$ cat src/rtl/param_field_loader.sv
// Loads a packed config word into a downstream unit one FIELD_W field per write beat.
// Latency: start->done = NUM_FIELDS+2 cycles with no stalls (+1 cycle per field plus read stalls with readback).
// Backpressure: each wr (and rd) beat holds addr/data until its ready; TIMEOUT stalled cycles abort with err.
//
// Ports:
//   clk, rst_n          : clock, asynchronous active-low reset
//   start, cfg_word     : one-cycle load request and the word it captures
//   busy, done, err     : load in progress / one-cycle completion pulse / sticky failure flag
//   wr_valid/wr_ready   : write beat handshake, wr_addr = field index, wr_data = field value
//   rd_valid/rd_ready   : readback handshake, rd_addr = field index, rd_data = returned value
// Optional feature macro: PARAM_FIELD_LOADER_READBACK_EN adds the rd_* ports and a
// verify-after-write step per field. Without it the rd_* ports do not exist.
module param_field_loader #(
    parameter int WORD_W  = 16,
    parameter int FIELD_W = 8,
    parameter int ADDR_W  = 4,
    parameter int TIMEOUT = 15
) (
    input  logic               clk,
    input  logic               rst_n,
    input  logic               start,
    input  logic [WORD_W-1:0]  cfg_word,
    output logic               busy,
    output logic               done,
    output logic               err,
    output logic               wr_valid,
    input  logic               wr_ready,
    output logic [ADDR_W-1:0]  wr_addr,
    output logic [FIELD_W-1:0] wr_data
`ifdef PARAM_FIELD_LOADER_READBACK_EN
    ,
    output logic               rd_valid,
    input  logic               rd_ready,
    output logic [ADDR_W-1:0]  rd_addr,
    input  logic [FIELD_W-1:0] rd_data
`endif
);

    localparam int NUM_FIELDS = WORD_W / FIELD_W;
    localparam int CNT_W      = $clog2(TIMEOUT + 1);

    localparam logic [ADDR_W-1:0] LAST_IDX  = ADDR_W'(NUM_FIELDS - 1);
    // Abort happens on the edge that ends the TIMEOUT-th consecutive stalled cycle.
    localparam logic [CNT_W-1:0]  CNT_LIMIT = CNT_W'(TIMEOUT - 1);

    typedef enum logic [1:0] {
        ST_IDLE,
        ST_WRITE,
        ST_READ,
        ST_DONE
    } state_t;

    state_t              state;
    logic [ADDR_W-1:0]   idx;
    logic [CNT_W-1:0]    stall_cnt;
    logic [WORD_W-1:0]   shadow;
    logic [FIELD_W-1:0]  cur_field;

    // Address and data come straight from registers, so they are stable for
    // as long as idx and shadow are, i.e. across a stalled beat.
    assign cur_field = shadow[idx*FIELD_W +: FIELD_W];
    assign wr_addr   = idx;
    assign wr_data   = cur_field;
`ifdef PARAM_FIELD_LOADER_READBACK_EN
    assign rd_addr   = idx;
`endif

    always_ff @(posedge clk or negedge rst_n) begin
        if (!rst_n) begin
            state     <= ST_IDLE;
            idx       <= '0;
            stall_cnt <= '0;
            shadow    <= '0;
            busy      <= 1'b0;
            done      <= 1'b0;
            err       <= 1'b0;
            wr_valid  <= 1'b0;
`ifdef PARAM_FIELD_LOADER_READBACK_EN
            rd_valid  <= 1'b0;
`endif
        end else begin
            done <= 1'b0;
            case (state)
                ST_IDLE: begin
                    if (start) begin
                        shadow    <= cfg_word;
                        idx       <= '0;
                        stall_cnt <= '0;
                        err       <= 1'b0;
                        busy      <= 1'b1;
                        wr_valid  <= 1'b1;
                        state     <= ST_WRITE;
                    end
                end

                ST_WRITE: begin
                    if (wr_ready) begin
                        stall_cnt <= '0;
`ifdef PARAM_FIELD_LOADER_READBACK_EN
                        // Verify this field before moving on; idx stays put.
                        wr_valid  <= 1'b0;
                        rd_valid  <= 1'b1;
                        state     <= ST_READ;
`else
                        if (idx == LAST_IDX) begin
                            wr_valid <= 1'b0;
                            state    <= ST_DONE;
                        end else begin
                            idx <= idx + 1'b1;
                        end
`endif
                    end else if (stall_cnt == CNT_LIMIT) begin
                        // Give up: fields already written stay written.
                        wr_valid  <= 1'b0;
                        err       <= 1'b1;
                        busy      <= 1'b0;
                        idx       <= '0;
                        stall_cnt <= '0;
                        state     <= ST_IDLE;
                    end else begin
                        stall_cnt <= stall_cnt + 1'b1;
                    end
                end

                ST_READ: begin
`ifdef PARAM_FIELD_LOADER_READBACK_EN
                    if (rd_ready) begin
                        stall_cnt <= '0;
                        rd_valid  <= 1'b0;
                        if (rd_data != cur_field) begin
                            err   <= 1'b1;
                            busy  <= 1'b0;
                            idx   <= '0;
                            state <= ST_IDLE;
                        end else if (idx == LAST_IDX) begin
                            state <= ST_DONE;
                        end else begin
                            idx      <= idx + 1'b1;
                            wr_valid <= 1'b1;
                            state    <= ST_WRITE;
                        end
                    end else if (stall_cnt == CNT_LIMIT) begin
                        rd_valid  <= 1'b0;
                        err       <= 1'b1;
                        busy      <= 1'b0;
                        idx       <= '0;
                        stall_cnt <= '0;
                        state     <= ST_IDLE;
                    end else begin
                        stall_cnt <= stall_cnt + 1'b1;
                    end
`else
                    // Unreachable without readback.
                    state <= ST_IDLE;
`endif
                end

                ST_DONE: begin
                    // done/busy are registered, so the pulse appears in the
                    // first IDLE cycle, where a new start is already accepted.
                    done  <= 1'b1;
                    busy  <= 1'b0;
                    idx   <= '0;
                    state <= ST_IDLE;
                end

                default: begin
                    state <= ST_IDLE;
                end
            endcase
        end
    end

endmodule
$ cat config.mk
export PLATFORM = sky130hd
export DESIGN_NAME = param_field_loader
export DESIGN_NICKNAME = d
export VERILOG_FILES = /design/src/rtl/param_field_loader.sv
export SDC_FILE = /design/constraint.sdc
export NUM_CORES = 1
export LEC_CHECK = 0
export CAP_MARGIN = 10
export CELL_PAD_IN_SITES_DETAIL_PLACEMENT = 0
export CELL_PAD_IN_SITES_GLOBAL_PLACEMENT = 1
export CORE_MARGIN = 2
export CORE_UTILIZATION = 48
export CTS_CLUSTER_DIAMETER = 30
export DETAILED_ROUTE_END_ITERATION = 6
export DONT_BUFFER_PORTS = 1
export PLACE_DENSITY = 0.85
export SYNTH_ARGS = -nofsm -noshare
export SYNTH_HDL_FRONTEND = slang
export SYNTH_SLANG_ARGS = --single-unit
$ cat constraint.sdc
create_clock -name clk -period 2.4 [get_ports clk]
set_input_delay 0.48 -clock clk [delete_from_list [all_inputs] [get_ports clk]]
set_output_delay 0.48 -clock clk [all_outputs]
set_load 0.01 [all_outputs]
==> impl_metrics.toml, run 1 <==
[sta]
fin_setup_tns_ps = 0
fmax_mhz = 503
rsz0062_at_grt = "no"
fin_crit_ps = 1990
fin_crit_sh = 0.829
hold_viol = 0
tightestPinTransition_ps = 425
clock_skew_ps = 12.0
finalSetupViolations = 0
slew_viol_final = 0
timing.slew.headroom = 0.717
fin_hold_ws_ps = 278

[run]
maxCapViolations = 0

[place]
place.gp.congestion = 0.785
io_buffers = 0
dp_hpwl_um = 1770

[power]
p_leak_nw = 0.712
power_switching_share = 0.361
irDropWorstVdd_uv = 555
internal_power_mw = 1.31
pwr-share-seq = 0.435
power_density_nw_per_um2 = 1270
p_comb_frac = 0.361
p_clk_frac = 0.203
switchingPower_mw = 0.739

[finish]
area_growth_pct = 8.78
nets = 153
n_antenna_cell = 0
fillers = 273
drive_gt1_frac = 0.240

[synth]
syn_area_per_cell_um2 = 12.0
synth.most_common_cell = "dfrtp_1"
synth_cell_types = 35
syn_inst = 123
synth-seq-area-share = 0.507
synth_nets = 147
yosysWarnings = 0
synthTopCellsByCount = "30 x dfrtp_1, 16 x nor2_1, 15 x mux2_2"
ys_async_sr_fraction = 1.00
synth_flop_cell = "dfrtp_1"
netlist_area_um2 = 1480
synth_area_leaders = "dfrtp_1 51%, mux2_2 11%, mux2i_1 5.4%, nor2_1 4.1%, ha_1 3.4%"
synth_top_area_frac = 0.507
ys_seq_elements = 30
synth_edf_count = 0
synth_largest_area_cell = "dfrtp_1"

[die]
dieArea_um2 = 3550
std_cell_rows = 20
ios = 36
core_um2 = 3000
die_w_um = 59.6
initial_utilization = 0.493
die_y_um = 59.6

[setup_path]
arrival_ps = 1510
rrSetupSlack_ps = 620
start_kind = "flip-flop"
rr_startpoint = "state[1]"
timing_worst_setup_path_type = "flip-flop to output port"
r2r-end = "wr_addr[0]"
worstRegToRegCells = 4
path_buf_inv = 0
cp.required_ps = 1920
crit_path_max_fanout = 8
end_kind = "output port"
cp_cell_sequence = "or2_2 > nor2_1"
cpPeakStageDelay_ps = 500
slowest_stage = "dfrtp_1"
cp_top_family = "simple AND/OR/NAND/NOR gates"

[detailed_routing]
drtIter0Drc = 39
wl_um = 2500
drtAntennaViolNets = 0
drcViolationCount = 0
vias = 946
wire_per_inst_um = 15.4
dr.pass1.iters = 4
vias_per_cell = 5.84

[hold_path]
holdPathEnd = "shadow[7]"
min_from = "cfg_word[7]"
worst_hold_path_type = "input pin to flip-flop"
min_path_cells = 1

[grt]
antenna_found_initial = 0
grt_pass1_wl_um = 4110
grt_max_degree = 31
first_global_vias = 921
grt_usage = 0.161
grt_overflow = 0

[clock_tree]
ctsHtreeMaxLevel = 2
clock_latency_ps = 340
cts_tree = "yes"
cts_buffers = 5
clk_path_buf_depth = 2
cts.clk_slew.worst_paths_ps = 90
clock_sinks = 30
postCtsSetupBuffers = 0
root_buffer = "clkbuf_4"

[status]
status = "finished, final reports clean"
==> layout make-up <==
class,instances,area (um2),share of cell area
tap,33,41.3,0.0256
timing repair buffer,4,45.0,0.0280
clock inverter,1,30.0,0.0186
clock buffer,6,51.3,0.0318
inverter,5,18.8,0.0116
multi-input combinational,83,674,0.418
sequential,30,751,0.466
==> what timing repair did <==
item,in CTS,in global routing
hold endpoints to repair,30,0
resized for setup,0,0
hold buffers,2,0
==> cell usage in the layout, fill, tap and decap left out, types with 2 or more instances in the layout <==
| cell | count |
|---|---|
| mux2_1 | 3 |
| clkbuf_4 | 5 |
| nor2_1 | 16 |
| dfrtp_1 | 30 |
| o21ai_0 | 4 |
| a21oi_1 | 4 |
| mux2i_1 | 8 |
| nor2b_1 | 3 |
| inv_1 | 5 |
| nand2_1 | 2 |
| o31ai_1 | 2 |
| mux2_2 | 15 |
| ha_1 | 4 |
| nand3_1 | 2 |
| buf_4 | 2 |
| a22o_1 | 2 |
==> power groups by stage <==
stage / sequential, mW / combinational [mW] / clock [mW]
after CTS: 0.893 / 0.754 / 0.423
after global placement: 0.889 / 0.718 / 0
after global routing: 0.928 / 0.824 / 0.450
final: 0.890 / 0.739 / 0.416
after floorplan: 0.847 / 0.672 / 0
after detailed placement: 0.905 / 0.736 / 0
==> registers in the layout, summed over array words and instances (netlist names) <==
register   cells
busy           1
done           1
err            1
shadow        16
stall_cnt      4
state          2
wr_addr        4
wr_valid       1
==> metrics by stage <==
stage | util | instances | power, mW | setup slack [ps] | instance area [um2]
after floorplan | - | 123 | 1.52 | 736 | 1480
after global placement | 0.500 | 153 | 1.61 | 646 | 1500
after detailed placement | 0.500 | 153 | 1.64 | 619 | 1500
after CTS | 0.537 | 162 | 2.07 | 391 | 1610
after global routing | 0.537 | 162 | 2.20 | 351 | 1610
final | 0.537 | 162 | 2.05 | 410 | 1610
==> per-layer routing <==
layer	part of all wire	routed length, um	global-route usage	vias up
met5	0	0	0	-
met4	0.018	44	0.0667	0
met3	0.061	152	0.0742	6
met2	0.49	1220	0.245	22
met1	0.43	1090	0.197	471
li1	-	-	-	447
==> worst register-to-register path, cell delays in order (launching register included) <==
cell	delay (ps)
dfrtp_1	500
nand3b_2	350
nor4b_4	340
nor3_1	130
mux2_1	340
==> logic make-up after synthesis <==
group                      synth area share
AOI/OAI and AO/OA                    0.0980
adders and majority gates            0.0338
buffers and inverters                0.0380
DFF                                   0.507
muxes                                 0.191
and+or+nand+nor                       0.133
==> worst max path at each step <==
stage / start / endpoint / slack (ps) / depth (start not counted)
after global placement: stall_cnt[0] / stall_cnt[3] / 650 / 5
after global routing: wr_addr[2] / wr_data[7] / 350 / 2
final: wr_addr[2] / wr_data[0] / 410 / 2
after CTS: wr_addr[2] / wr_data[0] / 390 / 2
after floorplan: state[0] / shadow[10] / 740 / 4
after detailed placement: stall_cnt[0] / stall_cnt[3] / 620 / 5
Power figures use the tool's default switching activity.
==> run 2: changes to the inputs <==
==> constraint.sdc (replaced) <==
create_clock -name clk -period 1.95 [get_ports clk]
set_input_delay 0.39 -clock clk [delete_from_list [all_inputs] [get_ports clk]]
set_output_delay 0.39 -clock clk [all_outputs]
set_load 0.01 [all_outputs]
==> run 2 against run 1 <==
  * Register-to-register slack worse by 450 ps
  * Critical path depth stayed put
  * Largest cell class unchanged
  * Largest power group unchanged
  * Flip-flop and latch count stayed put
  * Clock power is 57% higher
  * Critical path type unchanged
==> impl_metrics.toml, run 2 (synthesized netlist as in run 1, its figures left out) <==
[power]
p_leak_nw = 0.746
irDropWorstVdd_uv = 759
power_density_nw_per_um2 = 1630

[hold_path]
worst_hold_path_type = "input pin to flip-flop"

[clock_tree]
ctsHtreeMaxLevel = 2
postCtsSetupBuffers = 0
clk_path_buf_depth = 2
cts_tree = "yes"
root_buffer = "clkbuf_4"
clock_latency_ps = 330
cts_buffers = 5
clock_sinks = 30
cts.clk_slew.worst_paths_ps = 100

[die]
dieArea_um2 = 3550
ios = 36
die_w_um = 59.6
core_um2 = 3000
initial_utilization = 0.493
die_y_um = 59.6
std_cell_rows = 20

[place]
dp_hpwl_um = 2030
pre_cts_slack_ps = 189
place_inst = 157
io_buffers = 0
place.gp.congestion = 0.815

[setup_path]
timing_worst_setup_path_type = "flip-flop to output port"
slowest_stage = "dfrtp_1"
cp.required_ps = 1560
end_kind = "output port"
cp_cell_sequence = "or2_4 > nor2_1"
cp_top_family = "simple AND/OR/NAND/NOR gates"
crit_path_max_fanout = 8
start_kind = "flip-flop"
cpPeakStageDelay_ps = 500
path_buf_inv = 0
arrival_ps = 1410

[finish]
multi_input_area_um2 = 682
nets = 157
largest_reg_flops = 16
drive_gt1_frac = 0.284
area_growth_pct = 13.3
final_cell_mix = "30 x dfrtp_1, 15 x mux2_2, 14 x nor2_1"
fillers = 261
n_antenna_cell = 0
regMostFlops = "shadow"
layout_commonest_cell = "dfrtp_1"
layout.cells.non_filler = 167
seq_area_um2 = 751

[detailed_routing]
dr.pass1.iters = 4
drcViolationCount = 0
wl_um = 2780
drtIter0Drc = 19
wire_per_inst_um = 16.7
vias = 961
drtAntennaViolNets = 0
vias_per_cell = 5.75

[grt]
grt_overflow = 0
first_global_vias = 950
grt_max_degree = 31
grt_pass1_wl_um = 4520
grt_usage = 0.178
antenna_found_initial = 0

[sta]
hold_viol = 0
setup_ws_ps = 149
slew_viol_final = 0
tightestPinTransition_ps = 410
fmax_mhz = 555
fin_crit_sh = 0.924
clock_skew_ps = 6.99
timing.slew.headroom = 0.726
finalSetupViolations = 0
fin_setup_tns_ps = 0
rsz0062_at_grt = "no"
fin_crit_ps = 1800

[run]
maxCapViolations = 0

[status]
status = "finished, final reports clean"
[run 2: per-stage QoR]
stage	total power [mW]	utilization	hold WS [ps]	instance area [um2]
floorplan	1.87	-	94.4	1480
global placement	2.02	0.510	95.0	1530
detailed placement	2.07	0.510	95.1	1530
CTS	2.75	0.557	183	1670
global route	2.93	0.559	178	1680
finish	2.74	0.559	191	1680
[run 2: power breakdown]
| part | leakage, nW | internal (mW) | switching, mW |
|---|---|---|---|
| combinational | 0.316 | 0.476 | 0.528 |
| sequential | 0.371 | 0.875 | 0.201 |
| clock | 0.0585 | 0.434 | 0.220 |
| total | 0.746 | 1.79 | 0.950 |
[run 2: layout make-up]
type / instances / share of cell area
clock buffer: 6 / 0.0306
timing repair buffer: 8 / 0.0447
multi-input combinational: 83 / 0.406
clock inverter: 2 / 0.0358
tap: 33 / 0.0246
sequential: 30 / 0.447
inverter: 5 / 0.0112
[run 2: worst paths after layout]
path,end,cells past startpoint,startpoint,slack [ps]
min reg2reg,shadow[7],1,shadow[7],500
max reg2reg,stall_cnt[3],5,stall_cnt[0],170
min,shadow[7],1,cfg_word[7],190
max,wr_data[0],2,wr_addr[2],150
max in group asynchronous,shadow[12],2,rst_n,1300
min in group asynchronous,busy,2,rst_n,490
[run 2: layer usage]
metal,global-route usage,part of all wire,up-vias
met2,0.283,0.51,23
met5,0,0,-
met1,0.225,0.43,474
met4,0.0762,0.019,0
met3,0.0524,0.044,7
li1,-,-,457
[run 2: repair_timing]
item	CTS	global route
hold buffers	2	0
gates resized for setup	0	3
endpoints found under the hold margin	30	0
endpoints found under the setup margin	0	7
==> run 3: changes to the inputs <==
--- a/config.mk
+++ b/config.mk
@@ -9,11 +9,12 @@
 export CELL_PAD_IN_SITES_DETAIL_PLACEMENT = 0
 export CELL_PAD_IN_SITES_GLOBAL_PLACEMENT = 1
 export CORE_MARGIN = 2
-export CORE_UTILIZATION = 48
+export CORE_UTILIZATION = 25
 export CTS_CLUSTER_DIAMETER = 30
 export DETAILED_ROUTE_END_ITERATION = 6
 export DONT_BUFFER_PORTS = 1
-export PLACE_DENSITY = 0.85
+export PLACE_DENSITY = 0.53
+export SETUP_SLACK_MARGIN = 0.4
 export SYNTH_ARGS = -nofsm -noshare
 export SYNTH_HDL_FRONTEND = slang
 export SYNTH_SLANG_ARGS = --single-unit
==> run 3 against run 2 <==
  * Sequential share of layout area shrank 4.9 points
  * Flip-flop and latch count is the same
  * Clock power shrank 20%
  * Total power grew 7.5%
==> impl_metrics.toml, run 3 (synthesized netlist as in run 1, its figures left out) <==
[setup_path]
start_kind = "flip-flop"
end_kind = "output port"
cpPeakStageDelay_ps = 470
arrival_ps = 1280
path_buf_inv = 0
cp_cell_sequence = "or2_4 > nor2_2"
timing_worst_setup_path_type = "flip-flop to output port"
rrSetupSlack_ps = 430
cp_top_family = "simple AND/OR/NAND/NOR gates"
slowest_stage = "dfrtp_2"
crit_path_max_fanout = 8
cp.required_ps = 1560

[detailed_routing]
drtAntennaViolNets = 0
wire_per_inst_um = 15.6
dr.pass1.iters = 4
vias_per_cell = 4.73
vias = 1036
drcViolationCount = 0
wl_um = 3410
drtIter0Drc = 43

[finish]
fin_area_um2 = 1890
n_antenna_cell = 0
layout_commonest_cell = "dfrtp_1"
fillers = 624
nets = 167
final_cell_mix = "28 x dfrtp_1, 15 x mux2_2, 9 x buf_4"
layout.cells.non_filler = 219
largest_reg_flops = 16
regMostFlops = "shadow"
drive_gt1_frac = 0.431
area_growth_pct = 27.7
utilization = 0.325

[place]
place_area_um2 = 1600
pre_cts_slack_ps = 271
dp_hpwl_um = 2280
place_inst = 200
place.gp.congestion = 0.771
io_buffers = 0

[clock_tree]
clock_sinks = 30
root_buffer = "clkbuf_8"
cts_tree = "yes"
clk_path_buf_depth = 2
cts_buffers = 5
ctsHtreeMaxLevel = 2
clock_latency_ps = 280
cts.clk_slew.worst_paths_ps = 60

[sta]
clock_skew_ps = 3.51
rsz0062_at_grt = "yes"
fin_setup_tns_ps = 0
fin_hold_ws_ps = 239
slew_viol_final = 0
tightestPinTransition_ps = 336
hold_viol = 0
timing.slew.headroom = 0.776
setup_ws_ps = 284
fmax_mhz = 600
fin_crit_ps = 1670
fin_crit_sh = 0.855
finalSetupViolations = 0

[power]
power_density_nw_per_um2 = 1560
switchingPower_mw = 1.10
power_mw = 2.94
power_switching_share = 0.375
pwr-share-seq = 0.367
p_comb_frac = 0.456
p_leak_nw = 0.815
p_clk_frac = 0.177
irDropWorstVdd_uv = 565
internal_power_mw = 1.84

[die]
std_cell_rows = 28
core_um2 = 5820
dieArea_um2 = 6560
initial_utilization = 0.255
die_w_um = 81.0
ios = 36
die_y_um = 81.0

[grt]
grt_use_met1 = 0.123
first_global_vias = 1089
grt-busiest-layer = "met2"
grt_overflow = 0
antenna_found_initial = 0
grt_usage = 0.110
grt_max_degree = 31
grt_pass1_wl_um = 5200
grtUsageMet3 = 0.0533
use_met2 = 0.162

[run]
maxCapViolations = 0

[status]
status = "finished, final reports clean"

[hold_path]
worst_hold_path_type = "input pin to flip-flop"
==> run 3: power groups by stage <==
| stage | registers, mW | clock network, mW | logic [mW] |
|---|---|---|---|
| finish | 1.08 | 0.521 | 1.34 |
| global route | 1.12 | 0.573 | 1.47 |
| CTS | 1.09 | 0.548 | 1.15 |
| detailed placement | 1.10 | 0 | 1.01 |
| global placement | 1.08 | 0 | 1.00 |
| floorplan | 1.04 | 0 | 0.842 |
==> run 3: final timing paths <==
kind | start | endpoint | depth (start not counted)
worst min-delay path | cfg_word[7] | shadow[7] | 1
worst max-delay path | wr_addr[1] | wr_data[7] | 2
worst max register to register | state[0] | shadow[15] | 4
worst min register to register | shadow[7] | shadow[7] | 1
min in group asynchronous | rst_n | done | 2
max in group asynchronous | rst_n | wr_addr[1] | 2
==> run 3: cell type report <==
| class | instances | area (um2) | area share |
|---|---|---|---|
| Multi-Input combinational cell | 83 | 756 | 0.399 |
| Sequential cell | 30 | 753 | 0.398 |
| Timing Repair Buffer | 18 | 179 | 0.0946 |
| Tap cell | 75 | 93.8 | 0.0496 |
| Clock buffer | 7 | 86.3 | 0.0456 |
| Inverter | 5 | 18.8 | 0.00992 |
| Clock inverter | 1 | 5.00 | 0.00265 |
==> run 3: metal layers <==
layer  vias to the layer above  routed length [um]
met4                         0                 129
met3                        12                 312
met1                       506                1420
li1                        478                   -
met5                         -                   0
met2                        40                1540
==> run 3: what timing repair did <==
item                                    4_1_cts  5_1_grt
hold buffers                                  2        0
endpoints found under the setup margin       24       28
gates resized for setup                      14       15
endpoints found under the hold margin        30        0
pin swaps                                     2        4
gates cloned                                  0        2
buffers inserted                              4        3
